[src/rtl/mem_pipe_ram.sv]
// Single-port synchronous RAM with a valid/ready request port, per-byte write
// enables, out-of-range detection and a fixed-latency in-order read pipeline.
module mem_pipe_ram #(
    parameter int unsigned DATA_W   = 16,
    parameter int unsigned ADDR_W   = 8,
    parameter int unsigned DEPTH    = 256,
    parameter int unsigned READ_LAT = 1,
    parameter int unsigned BE_W     = DATA_W / 8
) (
    input  logic              clk,
    input  logic              rst_n,
    input  logic              req_valid,
    output logic              req_ready,
    input  logic              req_we,
    input  logic [ADDR_W-1:0] req_addr,
    input  logic [DATA_W-1:0] req_wdata,
    input  logic [BE_W-1:0]   req_be,
    output logic              rd_valid,
    output logic [DATA_W-1:0] rd_data,
    output logic              rd_err,
    output logic              wr_err,
    output logic              busy
);

    // One extra bit so DEPTH == 2**ADDR_W is representable in the range compare
    localparam logic [ADDR_W:0] DEPTH_L = (ADDR_W + 1)'(DEPTH);

    logic [DATA_W-1:0]   r_mem [DEPTH];
    logic                r_ready;
    logic                r_wr_err;
    logic                r_busy;
    logic [READ_LAT-1:0] r_pv;
    logic [READ_LAT-1:0] r_pe;
    logic [DATA_W-1:0]   r_pd [READ_LAT];

    logic                w_accept;
    logic                w_in_range;
    logic                w_rd_acc;
    logic                w_wr_acc;
    logic [DATA_W-1:0]   w_rd_word;
    logic [READ_LAT-1:0] w_pv_next;

    // Request decode and array sample
    always_comb begin
        w_accept   = req_valid & r_ready;
        w_in_range = ({1'b0, req_addr} < DEPTH_L);
        w_rd_acc   = w_accept & ~req_we;
        w_wr_acc   = w_accept & req_we;
        w_rd_word  = '0;
        if (w_in_range) begin
            w_rd_word = r_mem[req_addr];
        end
        w_pv_next  = (r_pv << 1) | READ_LAT'(w_rd_acc);
    end

    // Storage array: byte-masked writes, contents deliberately not reset
    always_ff @(posedge clk) begin
        if (w_wr_acc && w_in_range) begin
            for (int unsigned b = 0; b < BE_W; b++) begin
                if (req_be[b]) begin
                    r_mem[req_addr][8*b +: 8] <= req_wdata[8*b +: 8];
                end
            end
        end
    end

    // Control flags and read-return shift register
    always_ff @(posedge clk or negedge rst_n) begin
        if (!rst_n) begin
            r_ready  <= 1'b0;
            r_wr_err <= 1'b0;
            r_busy   <= 1'b0;
            r_pv     <= '0;
            r_pe     <= '0;
            for (int unsigned k = 0; k < READ_LAT; k++) begin
                r_pd[k] <= '0;
            end
        end else begin
            r_ready  <= 1'b1;
            r_wr_err <= w_wr_acc & ~w_in_range;
            r_pv     <= w_pv_next;
            r_busy   <= |w_pv_next;
            r_pe[0]  <= w_rd_acc & ~w_in_range;
            if (w_rd_acc) begin
                r_pd[0] <= w_rd_word;
            end
            // Data stages only advance behind a valid so rd_data holds between returns
            for (int unsigned k = 1; k < READ_LAT; k++) begin
                r_pe[k] <= r_pe[k-1];
                if (r_pv[k-1]) begin
                    r_pd[k] <= r_pd[k-1];
                end
            end
        end
    end

    assign req_ready = r_ready;
    assign rd_valid  = r_pv[READ_LAT-1];
    assign rd_data   = r_pd[READ_LAT-1];
    assign rd_err    = r_pe[READ_LAT-1];
    assign wr_err    = r_wr_err;
    assign busy      = r_busy;

endmodule
[config.mk]
export PLATFORM = sky130hd
export DESIGN_NAME = mem_pipe_ram
export DESIGN_NICKNAME = d
export VERILOG_FILES = /design/src/rtl/mem_pipe_ram.sv
export SDC_FILE = /design/constraint.sdc
export NUM_CORES = 2
export LEC_CHECK = 0
export ABC_CLOCK_PERIOD_IN_PS = 4200
export CORE_MARGIN = 5
export CORE_UTILIZATION = 30
export CTS_BUF_LIST = sky130_fd_sc_hd__clkbuf_4 sky130_fd_sc_hd__clkbuf_8
export DETAILED_ROUTE_END_ITERATION = 8
export GPL_TIMING_DRIVEN = 0
export PLACE_DENSITY_LB_ADDON = 0.2
export SLEW_MARGIN = 20
export SYNTH_ARGS = -nofsm -noshare
export SYNTH_HDL_FRONTEND = slang
export SYNTH_SLANG_ARGS = --single-unit
[constraint.sdc]
create_clock -name clk -period 4.2 [get_ports clk]
set_input_delay 0.63 -clock clk [delete_from_list [all_inputs] [get_ports clk]]
set_output_delay 0.63 -clock clk [all_outputs]
set_load 0.05 [all_outputs]
======== After elaboration in Yosys (flattened, before gate mapping) ========
Memories as Yosys holds them, arrays and structs flattened. A register that Yosys moved wholly into a read port is not among the register bits.
Index checks and enable logic that the tools add are counted.
Widths: inputs -> output; s select.
word-level totals
  register bits ........................... 2
  bits in writable memories ............... 4096
  input port bits ......................... 30
  output and inout port bits .............. 21
  logic and storage cells ................. 14
  memories kept ........................... 1
operators by class
  multiplexer cells ....................... 6
  bitwise operators ....................... 4
  reductions and logical operators ........ 1
memory list
  name   depth  bits a word  rd ports  clocked after Yosys merged registers in  wr ports  RTL line  RTL
  r_mem  256    16           1         1                                        1         28        logic [DATA_W-1:0] r_mem [DEPTH];
operator list
  kind             count
  $mux 1           6
  $and 1x1->1      3
  $logic_not 1->1  1
  $not 1->1        1

======== Depth between registers and ports, before layout ========
  depth after elaboration ................. 4
  mapped depth ............................ 12
  gate-level depth less buffers ........... 7

======== Worst setup path after synthesis ========
Ideal clock, no wire load.
  path kind ............................... input-to-reg
  start ................................... input req_addr[0]
  end ..................................... memory r_mem[129][0], enable pin
  library setup time ...................... 370 ps
  arrival time ............................ 2433 ps
  data required time ...................... 3830 ps
  path slack .............................. 1397 ps
  cell stages on the path ................. 9
  path buffers ............................ 6
  path through ............................ buf_6 buf_12 buf_6 nor2b_1 buf_2 buf_2 nand2_1 clkbuf_1 nor2_1
RTL lines
  item                RTL line  RTL
  start: declaration  15        input logic [ADDR_W-1:0] req_addr,
  end: declaration    28
Straight into the memory's write port.

==> flow_results.org <==
** Outcome
- The final reports fail on max-capacitance violations, max-slew violations, negative setup slack.
- The run finished, with violations left.

** Detailed routing
- Total iterations of the first detailed-routing run :: 6
- DRC violation count after routing :: 0
- In the routed layout, each cell is associated on average with a via count of 5.84.
- Detailed routing inserted a total of roughly 96000 vias.
- Final antenna-violating net count :: 0
- After detailed routing, the total wire length is 775 mm.
- After detailed routing, the average wire length per cell comes to 47.0 um.
- Violation count after the first detailed-routing iteration :: 16320

** Layout
- The sequential cells in the finished layout cover a total of 123000 sq um.
- Leaving out filler cells and counting taps, the final layout contains 16479.
- Of the cells placed in the final design, the portion with a size suffix greater than 1 is 0.282.
- Total of fill cells in the finished design :: 49813
- Summing all multi-input logic gate instances after layout gives 34200 sq um.
- Relative to the synthesized area, the layout overhead comes to 17.3%.
- Layout Nets :: around 8900
- Final Util :: 0.353

** Power and ir drop
- Net switching power of the design :: around 23 mW
- Share of total power in sequential cells :: 0.511
- Switching portion of total power :: 0.257
- Power share of the clock group :: 0.411
- Largest vdd supply drop :: 0.308 mV
- Leakage power :: about 59 nW
- The share of total power dissipated in combinational logic is 0.078.
- Areal power density over the cells :: roughly 470 nW/um^2
- Internal power summed over all cells :: 65.8 mW

** Critical path
- Setup slack of the most critical reg-to-reg path :: -260 ps
- By instance count, the cell type seen most on the critical path is sky130_fd_sc_hd__buf_2.
- STA classifies the critical path startpoint as an input port.
- Largest stage delay on the critical path :: roughly 900 ps
- Critical Path End Type :: register
- Required time of the worst setup path :: about 5200 ps
- Measured in cells, the most critical reg-to-reg path has a length of 5.
- Grouping stages by cell kind, the critical path spends the most delay in buffers and inverters.
- The slowest stage of the critical path is the sky130_fd_sc_hd__buf_2 cell.
- STA puts the critical path data arrival time at 5660 ps.
- Number of buffer and inverter instances along the worst setup path :: 4
- Stages on the worst setup path :: 11
- The worst setup path is of the input port to register kind.
- Crit path cell chain :: buf_2 -> buf_4 -> buf_2 -> buf_2 -> mux4_2 -> a22oi_1 -> a21oi_2 -> a21oi_1 -> nor2_1 -> a21oi_1 -> a41oi_2
- Along the worst path, the maximum fanout reaches 10.

** Place
- Setup Slack @ Placement :: -2620 ps
- Once placement completed, the tool counted placed cells totaling 15139.
- Detailed-placement wirelength estimate :: 552 mm
- Weighted congestion at the end of routability-driven global placement :: 1.02
- Count of port buffers added during placement :: between 40 and 50

** STA
- Derived from the worst setup path, the maximum achievable clock frequency is roughly 0.22 GHz.
- Number of endpoints failing setup at the final stage :: 809
- Post-Route Skew :: 99.0 ps
- Setup repair after global routing could not meet its margin everywhere.
- Shortest period the worst path allows :: 4650 ps
- On the final layout, the worst hold slack is 203 ps.
- The hold violation total from the final report is 0.
- The worst pin sits at a relative slew slack of -0.0926.
- The max-slew violation count is 11.
- Dividing the final minimum period by the clock period gives 1.11.
- At the pin with the least slew margin, the transition time is roughly 1600 ps.
- Least setup slack across all paths after layout :: -449 ps

** Floorplan
- The core region is 532000 sq um.
- Die area :: around 550000 sq um
- Height of the die :: 740 um
- The initialized floorplan defines 268 standard-cell rows.
- between 50 and 60 I/O pins were placed.
- The die is 740 um wide.
- The initial utilization of the core area, before any placement, comes to 0.301.

** Synth
- Of the post-synthesis cell area, the dominant cell type holds 0.769.
- Dividing the synthesized area by the synthesized cell count gives about 20 sq um.
- Among all flip-flop cells after synthesis, the most frequent one is sky130_fd_sc_hd__edfxtp_1.
- Library cells used by synthesis :: 77
- Leading cell types by total area after synthesis :: sky130_fd_sc_hd__edfxtp_1 (77%), sky130_fd_sc_hd__mux4_2 (9.2%), sky130_fd_sc_hd__mux2i_1 (4.3%)
- Post-synth top cells :: sky130_fd_sc_hd__edfxtp_1 (4096), sky130_fd_sc_hd__mux2i_1 (681), sky130_fd_sc_hd__mux4_2 (656)
- Post-synthesis sequential area ratio :: 0.772
- Synthesis Warnings :: 0
- The synthesized design spends more area on one cell type than any other, namely sky130_fd_sc_hd__edfxtp_1.
- Post-synthesis instance area :: 160000 sq um
- For this run, asynchronously set or reset flops after synthesis account for 0.00438.
- Counting every instance in the synthesized netlist gives 7932.
- Yosys mapped a number of flops with a built-in enable equal to between 4000 and 5000.
- The synthesized design contains 4114 register bits.
- The most common cell in the synthesized netlist is sky130_fd_sc_hd__edfxtp_1.

** Clock tree
- Number of H-tree levels :: 6
- After clock tree synthesis, the clock-pin slew on the worst setup and hold paths is around 60 ps.
- CTS tree :: yes
- Counting along the longest clock path gives a buffer depth of 4.
- Counting the buffers created by CTS gives approximately 700.
- In this run the clock root is driven by a sky130_fd_sc_hd__clkbuf_8.
- The clock drives slightly above 4000 sinks.
- Clock latency on the worst-skew pair, taken at its later pin, is 1330 ps.

** Flow run
- Max-cap violations in this run came to 1.

** Global route
- Pin count of the biggest net entering global routing :: ~130
- Total routing usage reported by global routing :: 0.274
- Via count of the first global-routing pass :: 90554
- The first global-routing pass estimated between 900 and 1000 mm of wire.
- The number of antenna violations at the first check in global routing came to 140.
- Overflow after GRT :: 0

** Min path
- Hold Crit Class :: input port to async pin
## logic make-up (layout without fill, tap and decap cells)
kind of cell | after synthesis | after routing | share of synthesized area
and+or+nand+nor | 1036 | 1036 | 0.0281
other | 2 | 85 | 0.0000470
DFF | 4114 | 4114 | 0.772
AOI/OAI and AO/OA | 849 | 849 | 0.0368
buffers and inverters | 502 | 1946 | 0.0201
muxes | 1429 | 1429 | 0.143
## routing by layer
metal	routed length, um	vias to the layer above	global-route usage	share of wire
li1	-	34861	-	-
met1	287000	52164	0.343	0.37
met2	338000	7495	0.407	0.44
met3	99100	1618	0.106	0.13
met4	50600	36	0.154	0.065
met5	250	-	0	0.00032
## what timing repair did
| item | CTS | global route |
|---|---|---|
| hold buffers | 18 | 0 |
| pin swaps | 9 | 4 |
| hold endpoints to repair | 1377 | 0 |
| setup endpoints to repair | 1518 | 995 |
| buffers inserted | 9 | 1 |
| gates resized for setup | 166 | 73 |
## placed cells by master, fill, tap and decap left out, drive strengths merged, types with 10 or more instances in the layout
cell type / count
mux2: 78
nand3: 92
o22ai: 204
a211oi: 34
diode: 82
a21oi: 100
dlygate4sd3: 18
clkinvlp: 12
mux4: 670
bufinv: 23
dfrtp: 18
nand2: 190
clkinv: 261
buf: 441
nor2b: 17
clkdlybuf4s50: 26
edfxtp: 4096
inv: 39
nor3: 22
a32oi: 12
mux2i: 681
nand2b: 14
o21ai: 82
a31oi: 11
nor4: 33
and2: 10
a221oi: 53
a22oi: 266
clkbuf: 1122
o221ai: 25
nor2: 575
nand4: 50
## power groups by stage
stage	sequential [mW]	combinational, mW	clock [mW]
floorplan	46.2	2.12	0
global placement	46.7	6.19	0
detailed placement	46.1	6.56	0
CTS	45.3	6.61	36.5
global route	45.3	6.71	38.5
finish	45.3	6.88	36.4
## through the flow
| stage | setup TNS (ps) | total power, mW | instance area (sq um) |
|---|---|---|---|
| final | -83150 | 88.6 | 188000 |
| after global routing | -3020 | 90.5 | 187000 |
| after CTS | -3170 | 88.4 | 187000 |
| after detailed placement | -5557550 | 52.7 | 173000 |
| after global placement | - | 52.9 | 169000 |
| after floorplan | 0 | 48.3 | 160000 |
## path summary, 6_finish.rpt
| check | to | startpoint |
|---|---|---|
| worst max-delay path | rd_data[9] | req_addr[1] |
| worst min-delay path | req_ready | rst_n |
| worst max register to register | r_mem[248][3] | req_ready |
| worst min register to register | rd_data[7] | rd_data[7] |
| max in group asynchronous | rd_data[0] | rst_n |
| min in group clk | r_mem[179][3] | req_wdata[3] |
## worst min-delay path, stage by stage
cell and delay (ps):
sky130_fd_sc_hd__dlygate4sd3_1 510, sky130_fd_sc_hd__buf_2 90, sky130_fd_sc_hd__dlygate4sd3_1 620
## registers in the layout (all words and copies together), names as in the netlist
signal	cells
req_ready	1
rd_data	16
rd_valid	1
r_mem	4096
## area by class of cell
| cell class | instances | share of cell area |
|---|---|---|
| tap | 7020 | 0.0468 |
| clock inverter | 333 | 0.0126 |
| buffer | 492 | 0.0188 |
| sequential | 4114 | 0.658 |
| timing repair buffer | 214 | 0.0208 |
| inverter | 2 | 0.0000400 |
| clock buffer | 905 | 0.0598 |
| multi-input combinational | 3317 | 0.182 |
| antenna | 82 | 0.00109 |
(Power assumes the default switching activity.)
